<file path="config.mk">
export PLATFORM = sky130hd
export DESIGN_NAME = net_drive_arbiter
export DESIGN_NICKNAME = d
export VERILOG_FILES = /design/src/rtl/net_drive_arbiter.sv
export SDC_FILE = /design/constraint.sdc
export NUM_CORES = 1
export LEC_CHECK = 0
export ABC_AREA = 0
export BUFFER_PORTS_ARGS = -buffer_cell sky130_fd_sc_hd__buf_2
export CORE_MARGIN = 4
export CORE_UTILIZATION = 49
export CTS_CLUSTER_SIZE = 10
export DETAILED_ROUTE_END_ITERATION = 12
export GPL_TIMING_DRIVEN = 0
export PLACE_DENSITY = 0.9
export RECOVER_POWER = 100
export SLEW_MARGIN = 20
export SYNTH_ARGS = -nofsm -noshare
export SYNTH_HDL_FRONTEND = slang
export SYNTH_SLANG_ARGS = --single-unit
</file>
<file path="constraint.sdc">
create_clock -name clk -period 3.9 [get_ports clk]
set_input_delay 0.195 -clock clk [delete_from_list [all_inputs] [get_ports clk]]
set_output_delay 0.195 -clock clk [all_outputs]
set_load 0.02 [all_outputs]
</file>
<file path="src/rtl/net_drive_arbiter.sv">
// Round-robin arbiter for a shared 3x2 net array. One requester owns the net
// at a time, for at most MAX_HOLD cycles. A one-cycle bubble separates every
// pair of tenures. The resolved value is registered onto bus one cycle after
// each owned cycle.
module net_drive_arbiter #(
   parameter int N_REQ    = 4,
   parameter int W        = 6,
   parameter int MAX_HOLD = 4
) (
   input  logic               clk,
   input  logic               rst,
   input  logic [N_REQ-1:0]   req,
   input  logic [N_REQ-1:0]   rel,
   input  logic [N_REQ*W-1:0] drv_data,
   output logic [N_REQ-1:0]   gnt,
   output logic [W-1:0]       bus,
   output logic               bus_vld,
   output logic               conflict
);

   localparam int            OW        = (N_REQ > 1) ? $clog2(N_REQ) : 1;
   localparam logic [3:0]    HOLD_LAST = 4'(MAX_HOLD - 1);
   localparam logic [OW-1:0] OWNER_RST = OW'(N_REQ - 1);

   typedef enum logic [1:0] {IDLE = 2'd0, OWN = 2'd1, GAP = 2'd2} state_t;

   state_t           state_q, state_d;
   logic [N_REQ-1:0] gnt_q, gnt_d;
   logic [W-1:0]     bus_q, bus_d;
   logic             bus_vld_q, bus_vld_d;
   logic             conflict_q, conflict_d;
   logic [3:0]       hold_cnt_q, hold_cnt_d;
   logic [OW-1:0]    owner_q, owner_d;

   logic [OW-1:0]    idx;
   logic [OW-1:0]    winner;
   logic             found;
   logic             multi_req;
   logic             own_exit;
   logic [W-1:0]     own_data;

   // Round-robin search for the next winner, starting just after the last owner.
   // NOTE: every combinational output gets a default first, so no path leaves
   // a value unassigned and no latch is inferred.
   always_comb begin
      found  = 1'b0;
      winner = owner_q;
      idx    = '0;
      for (int k = 1; k <= N_REQ; k++) begin
         idx = OW'((int'(owner_q) + k) % N_REQ);
         if (!found && req[idx]) begin
            found  = 1'b1;
            winner = idx;
         end
      end
   end

   assign multi_req = ($countones(req) > 1);

   // Select the current owner's slice of the flattened driver data.
   always_comb begin
      own_data = '0;
      for (int i = 0; i < N_REQ; i++) begin
         if (owner_q == OW'(i)) own_data = drv_data[i*W +: W];
      end
   end

   // Only the owner's own req/rel can end a tenure; other requesters are ignored.
   assign own_exit = !req[owner_q] || rel[owner_q] || (hold_cnt_q == HOLD_LAST);

   // State register: every flop is reset synchronously and rst beats all transitions.
   // NOTE: sequential state uses non-blocking assignments, so every flop samples
   // pre-edge values regardless of statement order.
   always_ff @(posedge clk) begin
      if (rst) begin
         state_q    <= IDLE;
         gnt_q      <= '0;
         bus_q      <= '0;
         bus_vld_q  <= 1'b0;
         conflict_q <= 1'b0;
         hold_cnt_q <= '0;
         owner_q    <= OWNER_RST;
      end else begin
         state_q    <= state_d;
         gnt_q      <= gnt_d;
         bus_q      <= bus_d;
         bus_vld_q  <= bus_vld_d;
         conflict_q <= conflict_d;
         hold_cnt_q <= hold_cnt_d;
         owner_q    <= owner_d;
      end
   end

   // Next-state logic. The GAP cycle already arbitrates, so the bubble is exactly one cycle.
   always_comb begin
      state_d    = state_q;
      owner_d    = owner_q;
      hold_cnt_d = hold_cnt_q;
      case (state_q)
         IDLE, GAP: begin
            hold_cnt_d = '0;
            if (found) begin
               state_d = OWN;
               owner_d = winner;
            end else begin
               state_d = IDLE;
            end
         end
         OWN: begin
            if (own_exit) begin
               state_d    = GAP;
               hold_cnt_d = '0;
            end else begin
               hold_cnt_d = hold_cnt_q + 4'd1;
            end
         end
         default: begin
            state_d    = IDLE;
            hold_cnt_d = '0;
         end
      endcase
   end

   // Output logic: next values of the registered grant, bus and status pulses.
   always_comb begin
      gnt_d      = '0;
      bus_d      = bus_q;
      bus_vld_d  = 1'b0;
      conflict_d = 1'b0;
      case (state_q)
         IDLE, GAP: begin
            if (found) begin
               gnt_d[winner] = 1'b1;
               conflict_d    = multi_req;
            end
         end
         OWN: begin
            bus_d     = own_data;
            bus_vld_d = 1'b1;
            if (!own_exit) gnt_d[owner_q] = 1'b1;
         end
         default: ;
      endcase
   end

   assign gnt      = gnt_q;
   assign bus      = bus_q;
   assign bus_vld  = bus_vld_q;
   assign conflict = conflict_q;

endmodule

</file>
# Yosys cells after proc, flatten, opt, wreduce, memory -nomap -nowiden
# Index checks and enable logic that the tools add are counted.
# word_totals
regBits	20
in_bits	34
out_inout_bits	12
# classes
add_sub_neg	8
order_cmp	9
n_eq_ne	7
mux	35
n_bitwise	3
n_reduce_logical	17
# ops
cell	count
$mux W6	4
$lt A2 B3 Y1 const B	6
$mux W1	14
$bmux W1 S2	6
$mux W2	5
$mux W4	2
$pmux W4 S2	1
$eq A2 B2 Y1 const B	3
$reduce_or A3 Y1	2
$logic_and A1 B1 Y1	5
$add A1 B1 Y2	2
$add A2 B1 Y2 const B	2
$add A2 B2 Y2 const B	2
$add A4 B1 Y4 const B	1
$demux W1 S2	2
$eq A2 B1 Y1 const B	2
$eq A4 B2 Y1 const B	1
$ge A2 B1 Y1 const B	2
$logic_not A1 Y1	4
$logic_not A2 Y1	2
$pmux W2 S2	1
$add A2 B2 Y3	1
$gt A3 B1 Y1 const B	1
$not A1 Y1	3
other kinds (4)	5

# Logic depth before layout (Yosys ltp)
# Gate-level depths: netlist (run 1).
# logic_depth
depth_word	19
ltp_mapped	10
mapped_depth_nobuf	7

# Worst setup path after synthesis (run 1)
# Ideal clock, no wire load.
# synth_timing
kind	reg-to-reg
startpoint	reg owner_q[0]
endpoint	reg gnt_q[3], in the netlist gnt[3]
setup_time_ps	117
arrival_time_ps	2711
required_time_ps	3783
slack_ps	1072
stages_incl_launch_ff	10
path_buffers	3
period_less_slack_ps	2828
cell_sequence	dfxtp_1 -> buf_2 -> buf_2 -> inv_1 -> ha_1 -> buf_6 -> mux4_2 -> or3_4 -> o32a_1 -> a32o_1
# synth_via
elab_chain_cells	19
elab_cells_between_ends	46
classes_between	4 x add/sub; 4 x order compare; 27 x mux; 11 x reduce/logical
# synth_lines
element	line_no	rtl
from (decl)	33	logic [OW-1:0] owner_q, owner_d;
from (signal assigned)	90	owner_q <= owner_d;
$add A2 B1 Y2	50	idx = OW'((int'(owner_q) + k) % N_REQ);
$bmux W1 S2	51	if (!found && req[idx]) begin
$mux W1 (not written as such)	51	
$mux W1	51	
$logic_not A1 Y1	51	
$logic_and A1 B1 Y1	51	
$mux W1	51	
$logic_not A1 Y1	51	
[3 not listed]	--	
$logic_and A1 B1 Y1	51	
$mux W2	51	
$lt A2 B3 Y1 (not written as such) / $ge A2 B1 Y1 (equally long branches)	133	gnt_d[winner] = 1'b1;
$logic_and A1 B1 Y1 (not written as such)	133	
$mux W1 (not written as such)	133	
$demux W1 S2	133	
$mux W4	132	if (found) begin
$pmux W4 S2 *	130	case (state_q)
to (signal assigned)	85	gnt_q <= gnt_d;
to (decl)	28	logic [N_REQ-1:0] gnt_q, gnt_d;
# Every way passes the cells marked *; elsewhere a longest branch is shown, timed or not. The select of a mux whose other input is x is not followed.
# A chain may end at the register's enable or synchronous reset.

# Final worst setup path (run 1)
# Ends and elaborated chain as after synthesis.

==> results.cfg, run 1 <==
[die]
io_pins = 46
core_um2 = 2500
die_w_um = 59.3
start_util = 0.516
rows = 18
die_y_um = 59.3
dieArea_um2 = 3510

[routing]
via_per_inst = 5.54
drc = 0
ant_nets = 0
drt_iter0_drc = 81
wire_per_inst_um = 13.2
totalWireLength_mm = 3.01
first_pass_iters = 4
route.vias.total = 1262

[power_and_ir_drop]
pwr_density_cell_nw_per_um2 = 690
p_leak_nw = 0.671
totalPowerFinal_mw = 1.09
peakVddDrop_uv = 456

[critical_path]
crit_path_end_kind = flip-flop
arrival_ps = 3460
crit_buf_inv = 4
max_stage_delay_ps = 560
critPathMaxFanout = 10
rr_startpoint = owner_q[0]
path_class = reg -> reg
critical_path.top_delay_family = buffers and inverters
cp-start-kind = flip-flop
path_cells = clkbuf_1, buf_2, inv_1, ha_1, buf_6, mux4_2, or3_1, o32a_1, a32o_1
startpoint = owner_q[0]
cpMaxStageDelayCell = mux4_2
required_ps = 4100

[grt]
overflow = 0
grt_usage = 0.187
grt_max_degree = 13
antenna_found_initial = 0
grt_pass1_vias = 1183
grt_first_pass_wirelength_mm = 5.15

[status]
status = finished clean

[yosys]
synth-edff-count = 0
synth_seq_cells = 20
syn_avg_cell_area_um2 = 8.65
synthDistinctLibCells = 38
synth_top_family_by_area = simple AND/OR/NAND/NOR gates
yosysTopAreaCell = dfxtp_1
synth_compound_gate_area_share = 0.200
postSynth.asyncResetShare = 0
syn-num-nets = 189
yosysWarningCount = 0
syn_area_um2 = 1290
synthFlopType = dfxtp_1
synthXorXnorAreaFrac = 0.0136
muxShareOfSynthArea = 0.127
yosysTopAreaCellShare = 0.311
synth_area_leaders = dfxtp_1, mux4_2, a21oi_1, ha_1, nand2_1
syn_inst = 149
synth_fa_ha_area_frac = 0.0641
synthSimpleGateAreaFrac = 0.230
synth_seq_area_share = 0.311

[layout]
areaGrowthSynthToFinish_pct = 22.8
finalNonFillerCells = 228
n_fill_cell = 235
fin_util = 0.633
final_common_cell = buf_2
final_cell_mix = buf_2, dfxtp_1, clkbuf_1
layout.nets = 239
drive_gt1_frac = 0.232
antennaDiodeCount = 0

[clock_tree]
cts_max_path_buffers = 2
htreeDepth = 1
cts_resized = 0
cts_made_buffers = 3
hold_buffers = 0
clkLatencyLatePin_ps = 300
cts_setup_buffers = 0
cts_tree = done
root_buffer = clkbuf_4
cts.sinks = 20
clkTransAtPathRegs_ps = 120

[sta]
finalCriticalPeriod_ps = 3260
finalHoldViolations = 0
setup_viol = 0
fin_tns_setup_ps = 0
skew_ps = 6.50
fin_crit_sh = 0.835
rsz0062_at_grt = false
worst_pin_slew_ps = 459
fmax_mhz = 307
slew_headroom = 0.691
drv_slew = 0

[placement]
io_buffers = 45
dp_cells = 224
dpl.hpwl_mm = 2.41
gp_congestion = 0.791

[worst_hold_path]
hp-class = in -> reg
min_from = rst

[job]
cap_violations = 0
## cell usage after synthesis, types with 2 or more instances
cell	number
a32o_1	2
a21oi_1	16
clkbuf_1	5
nor3_1	2
mux2i_1	4
buf_2	2
mux4_2	5
nor2_1	14
dfxtp_1	20
a211oi_1	2
inv_1	7
nor3b_1	8
ha_1	5
o211ai_1	6
a21o_1	2
nand2b_1	4
nand3b_1	6
o31ai_1	2
o21ai_0	3
nand2_1	16
## area by class of cell
class                      instances  area [µm²]  area share
multi-input combinational        113         813       0.514
tap                               30        37.5      0.0237
clock buffer                       3        22.5      0.0142
clock inverter                     1        30.0      0.0190
timing repair buffer              45         210       0.133
buffer                             9        42.5      0.0269
sequential                        20         400       0.253
inverter                           7        26.3      0.0166
## worst reg2reg max path, delay by kind of cell, from the launching register on
family          cells  cell delay (ps)
fa+ha+maj           1              330
compound gates      2              590
flops               1              390
simple gates        1              430
mux                 1              560
buf+inv             4              880
## flip-flops by register name (all words and copies together) (netlist names)
name,flops
bus,6
state_q,2
conflict,1
hold_cnt_q,4
owner_q,2
gnt,4
bus_vld,1
## where the power goes
group | internal (mW) | switching, mW
clock | 0.104 | 0.0652
combinational | 0.270 | 0.368
sequential | 0.260 | 0.0243
## cells by family after synthesis
| kind of cell | count (synthesis) |
|---|---|
| AO/OA/AOI/OAI | 39 |
| XOR/XNOR | 2 |
| adder cells (fa/ha/maj) | 6 |
| buffers and inverters | 16 |
| flip-flops | 20 |
| multiplexers | 10 |
| AND/OR/NAND/NOR | 56 |
## metal layers
metal / part of all wire / wire [µm] / GRT usage / vias to the layer above
met4: 0.013 / 38 / 0.0680 / 0
met2: 0.46 / 1370 / 0.312 / 54
met5: 0 / 0 / 0 / -
li1: - / - / - / 637
met1: 0.43 / 1290 / 0.237 / 567
met3: 0.10 / 305 / 0.0392 / 4
## worst paths after layout
check | depth (start not counted) | to | slack (ps)
worst max-delay path | 9 | gnt[3] | 640
worst min-delay path | 2 | bus_vld | 110
worst max register to register | 9 | gnt[3] | 640
worst min register to register | 1 | hold_cnt_q[0] | 460
## per-stage QoR
step	setup WS, ps	hold slack, ps	cell area, µm²
floorplan	1070	294	1290
finish	642	113	1580
global placement	857	434	1550
CTS	792	113	1600
detailed placement	820	437	1550
global route	347	133	1580
Power figures use the tool's default switching activity.
==> run 2: changes to the inputs <==
==> constraint.sdc (replaced) <==
create_clock -name clk -period 3.3 [get_ports clk]
set_input_delay 0.165 -clock clk [delete_from_list [all_inputs] [get_ports clk]]
set_output_delay 0.165 -clock clk [all_outputs]
set_load 0.02 [all_outputs]
==> run 2 against run 1 <==
Net effect: critical path depth unchanged; fmax is 5.0% higher; global-route usage stayed put; count of clock-buffer cells in the layout stayed put.
==> results.cfg, run 2 (synthesis results as in run 1) <==
[status]
status = finished clean

[critical_path]
arrival_ps = 3310
critical_path.top_delay_family = buffers and inverters
cpMaxStageDelayCell = mux4_2
crit_path_end_kind = flip-flop
critPathMaxFanout = 10
path_cells = buf_2, buf_2, inv_1, ha_1, buf_6, mux4_2, or3_4, o32a_1, a32o_1
reg2reg_slack_ps = 200
max_stage_delay_ps = 560
cp_common_cell = buf_2
rr_startpoint = owner_q[0]
crit_buf_inv = 4
required_ps = 3500
path_class = reg -> reg
cp-start-kind = flip-flop
r2r-end = gnt[3]
rr_worst_depth = 9

[layout]
seq_area_um2 = 400
n_fill_cell = 233
areaGrowthSynthToFinish_pct = 23.3
drive_gt1_frac = 0.242
largest_register_ffs = 6
antennaDiodeCount = 0
final_cell_mix = buf_2, dfxtp_1, clkbuf_1
fin_area_um2 = 1590
multi_input_area_um2 = 818
layout.nets = 239
final_common_cell = buf_2

[placement]
gp_congestion = 0.791
io_buffers = 45
dpl_cell_area_um2 = 1550
place_ws_ps = 220
dpl.hpwl_mm = 2.41

[job]
cap_violations = 0

[clock_tree]
cts_tree = done
cts_made_buffers = 3
clkTransAtPathRegs_ps = 120
cts_max_path_buffers = 2
htreeDepth = 1
cts.sinks = 20
clkLatencyLatePin_ps = 300
cts_resized = 0
cts_setup_buffers = 0
hold_buffers = 0
root_buffer = clkbuf_4

[grt]
grt_pass1_vias = 1183
overflow = 0
grt_first_pass_wirelength_mm = 5.15
antenna_found_initial = 0
grt_usage = 0.187
grt_max_degree = 13

[routing]
via_per_inst = 5.52
route.vias.total = 1258
totalWireLength_mm = 3.03
drc = 0
wire_per_inst_um = 13.3
drt_iter0_drc = 80
ant_nets = 0
first_pass_iters = 4

[die]
die_y_um = 59.3
rows = 18
io_pins = 46
core_um2 = 2500
start_util = 0.516
die_w_um = 59.3
dieArea_um2 = 3510

[sta]
slew_headroom = 0.685
finalCriticalPeriod_ps = 3100
skew_ps = 6.68
finalHoldViolations = 0
fin_tns_setup_ps = 0
rsz0062_at_grt = false
drv_slew = 0
fmax_mhz = 322
setup_ws_ps = 196
hold-worst-slack_ps = 86.2
setup_viol = 0
worst_pin_slew_ps = 471
fin_crit_sh = 0.941

[power_and_ir_drop]
totalPowerFinal_mw = 1.30
p_leak_nw = 0.674
peakVddDrop_uv = 540
pwr_density_cell_nw_per_um2 = 818

[worst_hold_path]
hp-class = in -> reg
min_from = rst
hold_path_depth = 2
min_delay_worst_endpoint = bus_vld
-- run 2: worst max path at each step --
stage | startpoint | endpoint | slack, ps | cells after the start
global placement | owner_q[0] | gnt[3] | 260 | 9
CTS | owner_q[0] | gnt[1] | 190 | 9
global route | owner_q[0] | gnt[2] | 20 | 9
floorplan | owner_q[0] | gnt[3] | 470 | 9
finish | owner_q[0] | gnt[3] | 200 | 9
detailed placement | owner_q[0] | gnt[3] | 220 | 9
-- run 2: routing by layer --
layer / share of wire / up-vias / GRT usage
li1: - / 638 / -
met5: 0 / - / 0
met2: 0.47 / 47 / 0.312
met4: 0.0089 / 0 / 0.0680
met3: 0.098 / 2 / 0.0392
met1: 0.42 / 571 / 0.237
-- run 2: cell type report --
cell class              instances  area share
repair buffers                 45       0.132
plain buffers                   9      0.0276
multi-input cells             113       0.515
clock inverters                 1      0.0189
inverters                       7      0.0165
clock buffers                   3      0.0142
well taps                      30      0.0236
flip-flops and latches         20       0.252
-- run 2: report_power, final --
group	total (mW)	internal, mW	leakage, nW	switching (mW)
Sequential	0.336	0.307	0.164	0.0286
Clock	0.200	0.123	0.0279	0.0776
Combinational	0.764	0.326	0.482	0.438
-- run 2: metrics by stage --
step | std cells | util
4_1_cts | 228 | 0.642
3_5_place_dp | 224 | 0.621
6_report | 228 | 0.636
2_1_floorplan | 149 | -
5_1_grt | 228 | 0.636
3_3_place_gp | 224 | 0.621
-- run 2: worst reg2reg max path: stages, from the launching register on --
cell     delay [ps]
dfxtp_1         390
buf_2           210
buf_2           270
inv_1           130
ha_1            330
buf_6           130
mux4_2          560
or3_4           420
o32a_1          320
a32o_1          260
